File: config.mk
export PLATFORM = sky130hd
export DESIGN_NAME = spi_reg_commit_ctrl_flat
export DESIGN_NICKNAME = d
export VERILOG_FILES = /design/src/rtl/spi_pwm_pkg.sv /design/src/rtl/spi_reg_commit_ctrl_if.sv /design/src/rtl/spi_reg_shadow_slot.sv /design/src/rtl/spi_reg_commit_ctrl.sv /design/src/flat_wrapper.sv
export SDC_FILE = /design/constraint.sdc
export NUM_CORES = 1
export LEC_CHECK = 0
export BUFFER_PORTS_ARGS = -buffer_cell sky130_fd_sc_hd__clkbuf_2
export CORE_MARGIN = 4
export CORE_UTILIZATION = 55
export CTS_BUF_LIST = sky130_fd_sc_hd__clkbuf_4 sky130_fd_sc_hd__clkbuf_8
export DETAILED_ROUTE_END_ITERATION = 8
export GPL_TIMING_DRIVEN = 0
export PLACE_DENSITY = 0.79
export SLEW_MARGIN = 20
export SYNTH_ARGS = -nofsm -noshare
export SYNTH_HDL_FRONTEND = slang
export SYNTH_SLANG_ARGS = --single-unit
File: constraint.sdc
create_clock -name clk -period 7.45 [get_ports clk]
set_input_delay 1.49 -clock clk [delete_from_list [all_inputs] [get_ports clk]]
set_output_delay 1.49 -clock clk [all_outputs]
set_load 0.02 [all_outputs]
File: src/rtl/spi_pwm_pkg.sv
// Shared definitions for the SPI register-bank / PWM commit controller:
// register addresses, frame field offsets and the controller FSM states.
package spi_pwm_pkg;

    // Live register addresses as seen in the SPI frame address field
    localparam int ADDR_EN_OUT_LO = 0;
    localparam int ADDR_EN_OUT_HI = 1;
    localparam int ADDR_EN_PWM_LO = 2;
    localparam int ADDR_EN_PWM_HI = 3;
    localparam int ADDR_DUTY      = 4;
    localparam int NUM_REGS       = ADDR_DUTY + 1;

    // Default highest writable address
    localparam int MAX_ADDR_DFLT  = 4;

    // Frame layout: [15]=R/W (1=write), [14:8]=address, [7:0]=data
    localparam int RW_BIT   = 15;
    localparam int ADDR_MSB = 14;
    localparam int ADDR_LSB = 8;

    typedef enum logic [1:0] {
        ST_IDLE   = 2'd0,
        ST_DECODE = 2'd1,
        ST_STAGE  = 2'd2
    } state_t;

endpackage

File: src/rtl/spi_reg_commit_ctrl_if.sv
// Frame handshake between the SPI frame receiver (master) and the
// register commit controller (slave).
interface spi_reg_commit_ctrl_if;
    logic        frame_valid;
    logic [15:0] frame_data;
    logic        frame_ready;

    modport master (output frame_valid, output frame_data, input frame_ready);
    modport slave  (input frame_valid, input frame_data, output frame_ready);
endinterface

File: src/rtl/spi_reg_shadow_slot.sv
// One 8-bit configuration slot: a shadow register written by the frame
// decoder, a live register seen by the PWM, and a dirty flag marking a
// staged value that has not yet been committed.
module spi_reg_shadow_slot (
    input  logic       clk,
    input  logic       rst_n,
    input  logic       stage_en,
    input  logic [7:0] stage_data,
    input  logic       commit_en,
    output logic [7:0] live,
    output logic       dirty
);

    logic [7:0] shadow;

    // Stage into shadow; on commit copy shadow to live if this slot is dirty.
    // A same-cycle stage keeps the dirty flag set so the new value commits later.
    // NOTE: sequential state uses <= so every register samples pre-edge values;
    // that is what lets a commit use the old shadow while a new stage lands.
    // NOTE: the shadow is a handful of flops, not a RAM, so it takes the reset
    // and in-flight staged data is discarded cleanly.
    always_ff @(posedge clk or negedge rst_n) begin
        if (!rst_n) begin
            shadow <= 8'h00;
            live   <= 8'h00;
            dirty  <= 1'b0;
        end else begin
            if (stage_en)
                shadow <= stage_data;
            if (commit_en && dirty)
                live <= shadow;
            if (stage_en)
                dirty <= 1'b1;
            else if (commit_en)
                dirty <= 1'b0;
        end
    end

endmodule

File: src/rtl/spi_reg_commit_ctrl.sv
// Register-bank controller between the SPI frame receiver and the PWM.
// Frames are decoded into shadow registers and committed atomically to the
// live outputs on a PWM period tick, or forced after TIMEOUT_CYC cycles.
// Optional feature macro SPI_REG_ERR_STATS_EN adds err_clr / err_count,
// a saturating count of writes to out-of-range addresses.
module spi_reg_commit_ctrl
    import spi_pwm_pkg::*;
#(
    parameter int MAX_ADDR    = MAX_ADDR_DFLT,
    parameter int TIMEOUT_CYC = 1023,
    parameter int TO_W        = 10
) (
    input  logic                    clk,
    input  logic                    rst_n,
    spi_reg_commit_ctrl_if.slave    bus,
    input  logic                    commit_tick,
    output logic [7:0]              en_reg_out_7_0,
    output logic [7:0]              en_reg_out_15_8,
    output logic [7:0]              en_reg_pwm_7_0,
    output logic [7:0]              en_reg_pwm_15_8,
    output logic [7:0]              pwm_duty_cycle,
    output logic                    commit_pending,
    output logic                    commit_strobe
`ifdef SPI_REG_ERR_STATS_EN
    ,
    input  logic                    err_clr,
    output logic [7:0]              err_count
`endif
);

    state_t                       state, state_nxt;
    logic [15:0]                  frame_q;
    logic [6:0]                   frame_addr;
    logic                         is_write, addr_ok;
    logic [NUM_REGS-1:0]          stage_en, dirty, dirty_nxt;
    logic [NUM_REGS-1:0][7:0]     live;
    logic [TO_W-1:0]              to_count;
    logic                         timeout_hit, commit_go, accept;

    assign bus.frame_ready = (state == ST_IDLE);
    assign accept          = bus.frame_valid && (state == ST_IDLE);
    assign frame_addr      = frame_q[ADDR_MSB:ADDR_LSB];
    assign is_write        = frame_q[RW_BIT];
    assign addr_ok         = (int'(frame_addr) <= MAX_ADDR);
    assign timeout_hit     = (to_count == TO_W'(TIMEOUT_CYC));
    assign commit_go       = (commit_tick || timeout_hit) && (|dirty);

    // State register and frame capture at the accepting edge.
    always_ff @(posedge clk or negedge rst_n) begin
        if (!rst_n) begin
            state   <= ST_IDLE;
            frame_q <= 16'h0000;
        end else begin
            state <= state_nxt;
            if (accept)
                frame_q <= bus.frame_data;
        end
    end

    // Next-state decode: reads and out-of-range writes fall back to IDLE.
    // NOTE: state_nxt gets a default before the case so no path leaves it
    // unassigned, which would otherwise infer a latch.
    always_comb begin
        state_nxt = state;
        case (state)
            ST_IDLE:   if (accept) state_nxt = ST_DECODE;
            ST_DECODE: state_nxt = (is_write && addr_ok) ? ST_STAGE : ST_IDLE;
            ST_STAGE:  state_nxt = ST_IDLE;
            default:   state_nxt = ST_IDLE;
        endcase
    end

    // One slot per live register; STAGE selects the slot by address.
    for (genvar i = 0; i < NUM_REGS; i++) begin : g_slot
        assign stage_en[i]  = (state == ST_STAGE) && (frame_addr == 7'(i));
        assign dirty_nxt[i] = stage_en[i] || (dirty[i] && !commit_go);

        spi_reg_shadow_slot u_slot (
            .clk        (clk),
            .rst_n      (rst_n),
            .stage_en   (stage_en[i]),
            .stage_data (frame_q[7:0]),
            .commit_en  (commit_go),
            .live       (live[i]),
            .dirty      (dirty[i])
        );
    end

    assign en_reg_out_7_0  = live[ADDR_EN_OUT_LO];
    assign en_reg_out_15_8 = live[ADDR_EN_OUT_HI];
    assign en_reg_pwm_7_0  = live[ADDR_EN_PWM_LO];
    assign en_reg_pwm_15_8 = live[ADDR_EN_PWM_HI];
    assign pwm_duty_cycle  = live[ADDR_DUTY];

    // Pending timeout counter: restarts on commit, runs while dirty, saturates.
    always_ff @(posedge clk or negedge rst_n) begin
        if (!rst_n)
            to_count <= '0;
        else if (commit_go)
            to_count <= '0;
        else if ((|dirty) && !timeout_hit)
            to_count <= to_count + TO_W'(1);
    end

    // Registered status: pending mirrors the dirty bits, strobe marks live update.
    always_ff @(posedge clk or negedge rst_n) begin
        if (!rst_n) begin
            commit_pending <= 1'b0;
            commit_strobe  <= 1'b0;
        end else begin
            commit_pending <= |dirty_nxt;
            commit_strobe  <= commit_go;
        end
    end

`ifdef SPI_REG_ERR_STATS_EN
    // Saturating count of out-of-range writes; clear wins over increment.
    always_ff @(posedge clk or negedge rst_n) begin
        if (!rst_n)
            err_count <= 8'h00;
        else if (err_clr)
            err_count <= 8'h00;
        else if ((state == ST_DECODE) && is_write && !addr_ok && (err_count != 8'hFF))
            err_count <= err_count + 8'h01;
    end
`endif

endmodule

File: src/flat_wrapper.sv
// flat-port wrapper written by rule: the top's interface ports become plain ports
module spi_reg_commit_ctrl_flat import spi_pwm_pkg::*;
#(
    parameter int MAX_ADDR    = MAX_ADDR_DFLT,
    parameter int TIMEOUT_CYC = 1023,
    parameter int TO_W        = 10
)
  (clk, rst_n, commit_tick, en_reg_out_7_0, en_reg_out_15_8, en_reg_pwm_7_0, en_reg_pwm_15_8, pwm_duty_cycle, commit_pending, commit_strobe, bus_frame_valid, bus_frame_data, bus_frame_ready);
  spi_reg_commit_ctrl_if bus_i ();
  input  logic clk;
  input  logic rst_n;
  input  logic commit_tick;
  output logic [7:0] en_reg_out_7_0;
  output logic [7:0] en_reg_out_15_8;
  output logic [7:0] en_reg_pwm_7_0;
  output logic [7:0] en_reg_pwm_15_8;
  output logic [7:0] pwm_duty_cycle;
  output logic commit_pending;
  output logic commit_strobe;
  input wire logic [$bits(bus_i.frame_valid)-1:0] bus_frame_valid;
  input wire logic [$bits(bus_i.frame_data)-1:0] bus_frame_data;
  output wire logic [$bits(bus_i.frame_ready)-1:0] bus_frame_ready;
  assign bus_i.frame_valid = bus_frame_valid;
  assign bus_i.frame_data = bus_frame_data;
  assign bus_frame_ready = bus_i.frame_ready;
  spi_reg_commit_ctrl #(.MAX_ADDR(MAX_ADDR), .TIMEOUT_CYC(TIMEOUT_CYC), .TO_W(TO_W)) u_core (.clk(clk), .rst_n(rst_n), .bus(bus_i), .commit_tick(commit_tick), .en_reg_out_7_0(en_reg_out_7_0), .en_reg_out_15_8(en_reg_out_15_8), .en_reg_pwm_7_0(en_reg_pwm_7_0), .en_reg_pwm_15_8(en_reg_pwm_15_8), .pwm_duty_cycle(pwm_duty_cycle), .commit_pending(commit_pending), .commit_strobe(commit_strobe));
endmodule
==> impl_metrics.ini, run 1 <==
[status]
outcome = finished clean

[setup_path]
cp_max_fo = 4
crit_type = reg -> out
worstPathRequired_ns = 5.96
worstPathArrival_ns = 1.18
crit_path_start_kind = flop
end_kind = output port

[floorplan]
start_util = 0.572
die_h_um = 98.1
ios = 63
fp-row-count = 32
die_x_um = 98.1
die-area_um2 = 9630
fp.coreArea_um2 = 7810

[finish]
antenna_cells = 0
drive_gt1_frac = 0.512
synthToLayoutAreaGrowth_pct = 20.5
final_cells = 489
fillCellCount = 549
fin_nets = 395

[clock_tree]
cts_buffers = 17
cts_setup_buffers = 0
clkSinkCount = 115
cts_htree_levels = 4
cts_tree = yes
clk_pin_slew_worst_paths_ns = 0.07
root_buffer = clkbuf_8
cts_hold_buffers = 0
clockBufferDepth = 2
cts_resized = 0
insertion_delay_ns = 0.41

[drt]
vias_per_cell = 5.46
dr_total_vias = 2672
wl_per_cell_um = 17.7
drt_iter0_drc = 119
wl_mm = 8.65
drc = 0
dr.pass1.iters = 4
antenna_left = 0

[sta]
fin_tns_setup_ns = 0
tightestPinTransition_ns = 0.784
rsz0062_at_grt = false
timing.final.crit_share = 0.359
finalClockSkew_ns = 0.0111
final-hold-violation-count = 0
setup_violations = 0
period_needed_ns = 2.67
slew_viol_final = 0
fmax_mhz = 374
relSlewSlack = 0.471

[global_routing]
first_global_vias = 2896
grtUsageTotal = 0.198
antenna_found_initial = 0
grt_pass1_wl_mm = 14.7
grt_max_degree = 69
globalRouteOverflowTotal = 0

[placed_design]
port_buffers = 62
dpl.cell_count = 457
gp_congestion = 0.855
post-dp-hpwl_mm = 5.82

[synthesis]
netlist_area_um2 = 4470
synth.ff_latch_count = 115
synth_edf_count = 0
ys_seq_area_frac = 0.644
synthCells = 292
postSynthAreaPerCell_um2 = 15.3
ys.warnings.count = 0
async_flop_share = 1.00
yosysUniqueCellTypes = 36
synth_ff_type = dfrtp_1
synth_fp_nets = 313

[power_and_ir_drop]
switching_share = 0.236
p_sw_w = 0.000321
p_clk_frac = 0.461
total_leakage_power_nw = 2.80
p_per_area_nw_per_um2 = 253
p_comb_frac = 0.044
p_int_w = 0.00104
ir_worst_vdd_v = 0.000179
p_seq_frac = 0.495

[hold_path]
hold_class = reg -> reg

[run]
max-cap-violations = 0
==> power by group through the flow <==
| stage | sequential [W] | clock, W | combinational [W] |
|---|---|---|---|
| 2_1_floorplan | 0.000668 | 0 | 0.0000352 |
| 3_3_place_gp | 0.000683 | 0 | 0.0000560 |
| 3_5_place_dp | 0.000684 | 0 | 0.0000608 |
| 4_1_cts | 0.000673 | 0.000638 | 0.0000612 |
| 5_1_grt | 0.000675 | 0.000672 | 0.0000675 |
| 6_report | 0.000673 | 0.000628 | 0.0000596 |
==> path summary, 6_finish.rpt <==
path	from	end	slack [ns]	depth (start not counted)
max	u_core.state[1]	bus_frame_ready	4.78	2
min	u_core.g_slot[1].u_slot.live[3]	u_core.g_slot[1].u_slot.live[3]	0.50	1
max reg2reg	u_core.frame_q[11]	u_core.g_slot[2].u_slot.shadow[1]	4.90	5
min reg2reg	u_core.g_slot[1].u_slot.live[3]	u_core.g_slot[1].u_slot.live[3]	0.50	1
max in group asynchronous	rst_n	u_core.g_slot[3].u_slot.live[1]	5.80	2
min in group asynchronous	rst_n	u_core.g_slot[1].u_slot.live[0]	1.01	1
==> layout by cell type (no fill, tap or decap), drive strengths merged, types with 2 or more instances in the layout <==
cell	synthesis	final
and3	2	2
o211ai	2	2
mux2	96	96
clkinvlp	0	5
xor2	3	3
nor3b	2	2
and2	2	2
buf	3	4
inv	2	5
o21ai	7	7
a21oi	4	4
nand3	2	2
nand2	12	12
or4b	3	3
nor3	3	3
bufinv	0	4
clkbuf	6	85
or4	4	4
nor2	8	8
clkinv	0	3
dfrtp	115	115
a21o	5	5
==> logic make-up (layout without fill, tap and decap cells) <==
family,after synthesis,after routing,share of synthesized area
buffers and inverters,11,106,0.00980
adders and majority gates,1,1,0.00280
muxes,96,96,0.242
AOI/OAI and AO/OA,23,23,0.0333
DFF,115,115,0.644
xor gates and xnor gates,3,3,0.00588
and+or+nand+nor,43,43,0.0622
==> routing by layer <==
metal	GRT usage	part of all wire	up-vias
li1	-	-	1217
met1	0.252	0.43	1373
met2	0.324	0.50	65
met3	0.0564	0.045	17
met4	0.0756	0.023	0
met5	0	0	-
==> critical path, stage by stage (launching register included) <==
cell and delay [ns]:
dfrtp_1 0.40, nor2_1 0.17, clkbuf_2 0.20
==> registers in the layout (all words and copies together), names as in the netlist <==
name	count
u_core.g_slot.u_slot.live	40
u_core.g_slot.u_slot.shadow	40
u_core.frame_q	16
u_core.to_count	10
u_core.g_slot.u_slot.dirty	5
u_core.state	2
u_core.commit_pending	1
u_core.commit_strobe	1
==> Yosys cell counts (3+ instances only) <==
cell type / count / area share
dfrtp_1: 115 / 0.64
nand2_1: 12 / 0.010
xor2_1: 3 / 0.0059
nor2_1: 7 / 0.0059
a21o_1: 5 / 0.0084
a21oi_1: 4 / 0.0045
clkbuf_1: 6 / 0.0050
mux2_2: 95 / 0.24
or4_1: 3 / 0.0050
o21ai_0: 7 / 0.0078
==> metrics by stage <==
step / area [µm²] / power (W) / util / hold slack (ns) / worst slack [ns]
2_1_floorplan: 4470 / 0.000704 / - / 0.454 / 4.75
6_report: 5380 / 0.00136 / 0.689 / 0.505 / 4.78
3_3_place_gp: 4910 / 0.000739 / 0.628 / 0.476 / 3.36
4_1_cts: 5380 / 0.00137 / 0.689 / 0.506 / 4.76
5_1_grt: 5380 / 0.00142 / 0.689 / 0.520 / 4.71
3_5_place_dp: 4940 / 0.000745 / 0.633 / 0.492 / 4.45
==> area by class of cell <==
class                           count  area, µm²  area share
Tap cell                          102        128      0.0237
Clock inverter                     15        206      0.0384
Multi-Input combinational cell    166       1550       0.287
Buffer                              9       36.3     0.00674
Sequential cell                   115       2880       0.535
Inverter                            2       7.51     0.00139
Timing Repair Buffer               63        347      0.0644
Clock buffer                       17        234      0.0435
(Power assumes the default switching activity.)
==> inputs of run 2 (changes only) <==
==> constraint.sdc (replaced) <==
create_clock -name clk -period 2.5 [get_ports clk]
set_input_delay 0.5 -clock clk [delete_from_list [all_inputs] [get_ports clk]]
set_output_delay 0.5 -clock clk [all_outputs]
set_load 0.02 [all_outputs]
==> impl_metrics.ini, run 2 (synthesis results as in run 1) <==
[sta]
rsz0062_at_grt = true
slew_viol_final = 0
period_needed_ns = 2.43
relSlewSlack = 0.462
tightestPinTransition_ns = 0.797
fmax_mhz = 411
timing.final.crit_share = 0.973
final-hold-violation-count = 0
finalClockSkew_ns = 0.0101
setup_violations = 0
timing.final.ws_setup_ns = 0.0684

[drt]
vias_per_cell = 5.40
topRoutingLayerUsed = met4
wl_mm = 8.70
drt_iter0_drc = 101
dr.pass1.iters = 4
wl_per_cell_um = 17.7
wl_met3_um = 414
dr_total_vias = 2655
wl_met1_mm = 3.76
routed-wl-met2_mm = 4.36
drc = 0
antenna_left = 0

[setup_path]
crit_type = reg -> reg
crit_path_end = u_core.g_slot[2].u_slot.shadow[1]
worstPathRequired_ns = 2.79
cp_max_fo = 9
r2r_cells = 6
reg2reg_to = u_core.g_slot[2].u_slot.shadow[1]
rrSetupSlack_ns = 0.07
timing.rr.start = u_core.frame_q[11]
crit_path_start_kind = flop
end_kind = flop
worstPathArrival_ns = 2.72
cp-startpoint = u_core.frame_q[11]

[power_and_ir_drop]
total_leakage_power_nw = 2.83
ir_worst_vdd_v = 0.000533
p_total_w = 0.00405
p_per_area_nw_per_um2 = 744

[floorplan]
fp.coreArea_um2 = 7810
ios = 63
start_util = 0.572
fp-row-count = 32
die_x_um = 98.1
die_h_um = 98.1
die-area_um2 = 9630

[run]
max-cap-violations = 0

[finish]
drive_gt1_frac = 0.515
top_regs = u_core.g_slot.u_slot.live: 40 flops, u_core.g_slot.u_slot.shadow: 40 flops, u_core.frame_q: 16 flops
final_cells = 492
fillCellCount = 534
fin_nets = 398
fin_util = 0.698
antenna_cells = 0
design_area_um2 = 5450
final_common_cell = dfrtp_1
final_cell_mix = 115 x dfrtp_1, 95 x mux2_2, 61 x clkbuf_2, 18 x clkbuf_8, 12 x nand2_1
synthToLayoutAreaGrowth_pct = 22.0

[clock_tree]
clockBufferDepth = 2
cts_hold_buffers = 0
clkSinkCount = 115
cts_buffers = 17
cts_htree_levels = 4
cts_tree = yes
root_buffer = clkbuf_8
clk_pin_slew_worst_paths_ns = 0.07
insertion_delay_ns = 0.41

[placed_design]
dpl.cell_count = 457
pre_cts_slack_ns = -0.0508
post-dp-hpwl_mm = 5.82
gp_congestion = 0.855
place_area_um2 = 4940
port_buffers = 62

[global_routing]
grt_max_degree = 69
grtUsageTotal = 0.197
first_global_vias = 2869
grt_pass1_wl_mm = 14.7
antenna_found_initial = 0
globalRouteOverflowTotal = 0

[hold_path]
hold_class = in -> async

[status]
outcome = finished clean
[run 2: cell types whose count changed in the layout (fill, tap and decap cells not counted), sizes merged]
| cell | change |
|---|---|
| buf | +3 |
[run 2: metrics by stage]
stage | hold slack [ns] | setup TNS [ns]
2_1_floorplan | 0.204 | 0
3_3_place_gp | 0.476 | -68.42
3_5_place_dp | 0.466 | -0.575
4_1_cts | 0.0172 | 0
5_1_grt | 0.0264 | -0.0742
6_report | 0.0211 | 0
[run 2: power breakdown]
part           leakage [nW]  internal [W]  switching, W  total (W)
sequential             1.56       0.00192     0.0000874    0.00201
clock                 0.205       0.00110      0.000773    0.00187
combinational          1.06     0.0000823     0.0000968   0.000179
[run 2: repair_timing]
action / CTS / global route
hold endpoints to repair: 0 / 0
resized for setup: 1 / 2
pin swaps: 2 / 2
buffers inserted: 2 / 1
endpoints found under the setup margin: 24 / 24
[run 2: final cells by class]
| class | count | area, µm² | share of cell area |
|---|---|---|---|
| Tap cell | 102 | 128 | 0.0234 |
| Multi-Input combinational cell | 166 | 1550 | 0.285 |
| Clock inverter | 15 | 206 | 0.0379 |
| Clock buffer | 17 | 234 | 0.0429 |
| Sequential cell | 115 | 2880 | 0.528 |
| Timing Repair Buffer | 66 | 407 | 0.0746 |
| Inverter | 2 | 7.51 | 0.00138 |
| Buffer | 9 | 38.8 | 0.00712 |
[run 2: metal layers]
metal	global-route usage	up-vias
li1	-	1225
met1	0.253	1352
met2	0.322	63
met3	0.0564	15
met4	0.0704	0
met5	0	-
[run 2: critical path: stages (launching register included)]
cell and delay, ns:
dfrtp_1 0.38, or4_4 0.55, or4b_1 0.48, buf_4 0.19
nor3b_4 0.22, buf_12 0.15, mux2_2 0.34
[run 2: worst min-delay path by stage]
stage | endpoint | slack (ns)
after floorplan | u_core.commit_pending | 0.20
after global routing | u_core.g_slot[1].u_slot.live[0] | 0.03
after detailed placement | u_core.g_slot[1].u_slot.live[0] | 0.47
after CTS | u_core.g_slot[1].u_slot.live[0] | 0.02
final | u_core.g_slot[1].u_slot.live[0] | 0.02
after global placement | u_core.g_slot[1].u_slot.shadow[6] | 0.48
==> inputs of run 3 (changes only) <==
--- a/config.mk
+++ b/config.mk
@@ -7,11 +7,11 @@
 export LEC_CHECK = 0
 export BUFFER_PORTS_ARGS = -buffer_cell sky130_fd_sc_hd__clkbuf_2
 export CORE_MARGIN = 4
-export CORE_UTILIZATION = 55
+export CORE_UTILIZATION = 53
 export CTS_BUF_LIST = sky130_fd_sc_hd__clkbuf_4 sky130_fd_sc_hd__clkbuf_8
 export DETAILED_ROUTE_END_ITERATION = 8
 export GPL_TIMING_DRIVEN = 0
-export PLACE_DENSITY = 0.79
+export PLACE_DENSITY = 0.8
 export SLEW_MARGIN = 20
 export SYNTH_ARGS = -nofsm -noshare
 export SYNTH_HDL_FRONTEND = slang
==> constraint.sdc (replaced) <==
create_clock -name clk -period 2.15 [get_ports clk]
set_input_delay 0.43 -clock clk [delete_from_list [all_inputs] [get_ports clk]]
set_output_delay 0.43 -clock clk [all_outputs]
set_load 0.02 [all_outputs]
==> impl_metrics.ini, run 3 (synthesis results as in run 1) <==
[status]
violations = setup timing
outcome = finished, violations left

[drt]
wl_per_cell_um = 19.0
vias_per_cell = 5.44
drc = 0
dr.pass1.iters = 4
antenna_left = 0
dr_total_vias = 2716
drt_iter0_drc = 129
wl_mm = 9.49

[floorplan]
start_util = 0.544
ios = 63
fp-row-count = 33
die_h_um = 99.8
fp.coreArea_um2 = 8220
die-area_um2 = 9960
die_x_um = 99.8

[clock_tree]
clockBufferDepth = 2
cts_tree = yes
clkSinkCount = 115
clk_pin_slew_worst_paths_ns = 0.07
root_buffer = clkbuf_8
cts_htree_levels = 4
cts_buffers = 17
insertion_delay_ns = 0.41

[setup_path]
crit_type = reg -> reg
crit_path_start_kind = flop
cp_max_fo = 5
worstPathArrival_ns = 2.75
end_kind = flop
worstPathRequired_ns = 2.45

[power_and_ir_drop]
total_leakage_power_nw = 2.94
p_per_area_nw_per_um2 = 792
p_total_w = 0.00450
p_int_w = 0.00345
switching_share = 0.232
p_clk_frac = 0.433
p_comb_frac = 0.049
ir_worst_vdd_v = 0.000398
p_sw_w = 0.00105
p_seq_frac = 0.518

[finish]
synthToLayoutAreaGrowth_pct = 27.2
design_area_um2 = 5680
drive_gt1_frac = 0.551
final_common_cell = dfrtp_1
antenna_cells = 0
final_cell_mix = 115 x dfrtp_1, 64 x mux2_2, 63 x clkbuf_2, 32 x mux2_4, 21 x clkbuf_8
fin_nets = 403
top_regs = u_core.g_slot.u_slot.live: 40 flops, u_core.g_slot.u_slot.shadow: 40 flops, u_core.frame_q: 16 flops

[run]
max-cap-violations = 0

[sta]
timing.final.crit_share = 1.14
timing.final.ws_setup_ns = -0.306
tightestPinTransition_ns = 0.549
fmax_mhz = 407
finalClockSkew_ns = 0.00861
hold_ws_ns = 0.247
setup_violations = 41
final-hold-violation-count = 0
relSlewSlack = 0.634
period_needed_ns = 2.46
rsz0062_at_grt = true
slew_viol_final = 0

[hold_path]
hold_class = in -> reg

[placed_design]
port_buffers = 62
gp_congestion = 0.881
pre_cts_slack_ns = -0.449
post-dp-hpwl_mm = 5.85
place_area_um2 = 4960

[global_routing]
grtUsageTotal = 0.205
antenna_found_initial = 0
globalRouteOverflowTotal = 0
grt_pass1_wl_mm = 15.3
first_global_vias = 2917
grt_max_degree = 72
==> run 3: cell types whose count changed in the layout (fill, tap and decap cells not counted), sizes merged <==
cell / change
bufinv: -2
inv: -3
clkbuf: +4
dlygate4sd3: +1
buf: +4
clkinv: +2
clkinvlp: -2
==> run 3: stage by stage <==
stage	cells	utilization	TNS [ns]
detailed placement	460	0.604	-16.23
CTS	500	0.686	-8.49
finish	499	0.691	-10.30
floorplan	292	-	-7.03
global route	499	0.691	-13.05
global placement	459	0.600	-113.08
==> run 3: worst max-delay path: stages (launching register included) <==
cell and delay, ns:
dfrtp_1 0.39, or4_4 0.55, or4b_4 0.59, nor3b_4 0.22, buf_6 0.16, buf_12 0.13
mux2_4 0.29
==> run 3: layout make-up <==
class                           count  area, µm²
Sequential cell                   115       2880
Fill cell                         555       2530
Multi-Input combinational cell    166       1720
Timing Repair Buffer               73        518
Clock buffer                       21        283
Tap cell                          105        131
Clock inverter                     10        108
Buffer                              7       36.3
Inverter                            2       7.51
==> run 3: final timing paths <==
check	start	endpoint	slack [ns]	cells after the start
setup / recovery	u_core.frame_q[12]	u_core.g_slot[1].u_slot.shadow[5]	-0.31	6
hold / removal	bus_frame_data[11]	u_core.frame_q[11]	0.25	2
setup reg to reg	u_core.frame_q[12]	u_core.g_slot[1].u_slot.shadow[5]	-0.31	6
hold reg to reg	u_core.g_slot[3].u_slot.live[1]	u_core.g_slot[3].u_slot.live[1]	0.50	1
max in group asynchronous	rst_n	u_core.to_count[8]	0.99	3
min in group asynchronous	rst_n	u_core.g_slot[1].u_slot.live[0]	0.51	2
==> run 3: power by group through the flow <==
stage	registers [W]	clock network, W	logic, W
floorplan	0.00232	0	0.000122
global placement	0.00235	0	0.000195
detailed placement	0.00236	0	0.000214
CTS	0.00232	0.00198	0.000224
global route	0.00234	0.00209	0.000246
finish	0.00233	0.00195	0.000221
==> run 3: timing repair <==
action                                  CTS  global route
buffers inserted                          8             1
gates resized for setup                  40            14
endpoints found under the setup margin   85            89
gates cloned                              1             0
endpoints found under the hold margin    44             0
hold buffers                              1             0
pin swaps                                 3             6
==> run 3: layer usage <==
| layer | track usage | up-vias | wire length [µm] |
|---|---|---|---|
| met5 | 0 | - | 0 |
| met1 | 0.258 | 1397 | 3970 |
| met3 | 0.0612 | 17 | 440 |
| met2 | 0.336 | 63 | 4920 |
| li1 | - | 1239 | - |
| met4 | 0.0777 | 0 | 160 |
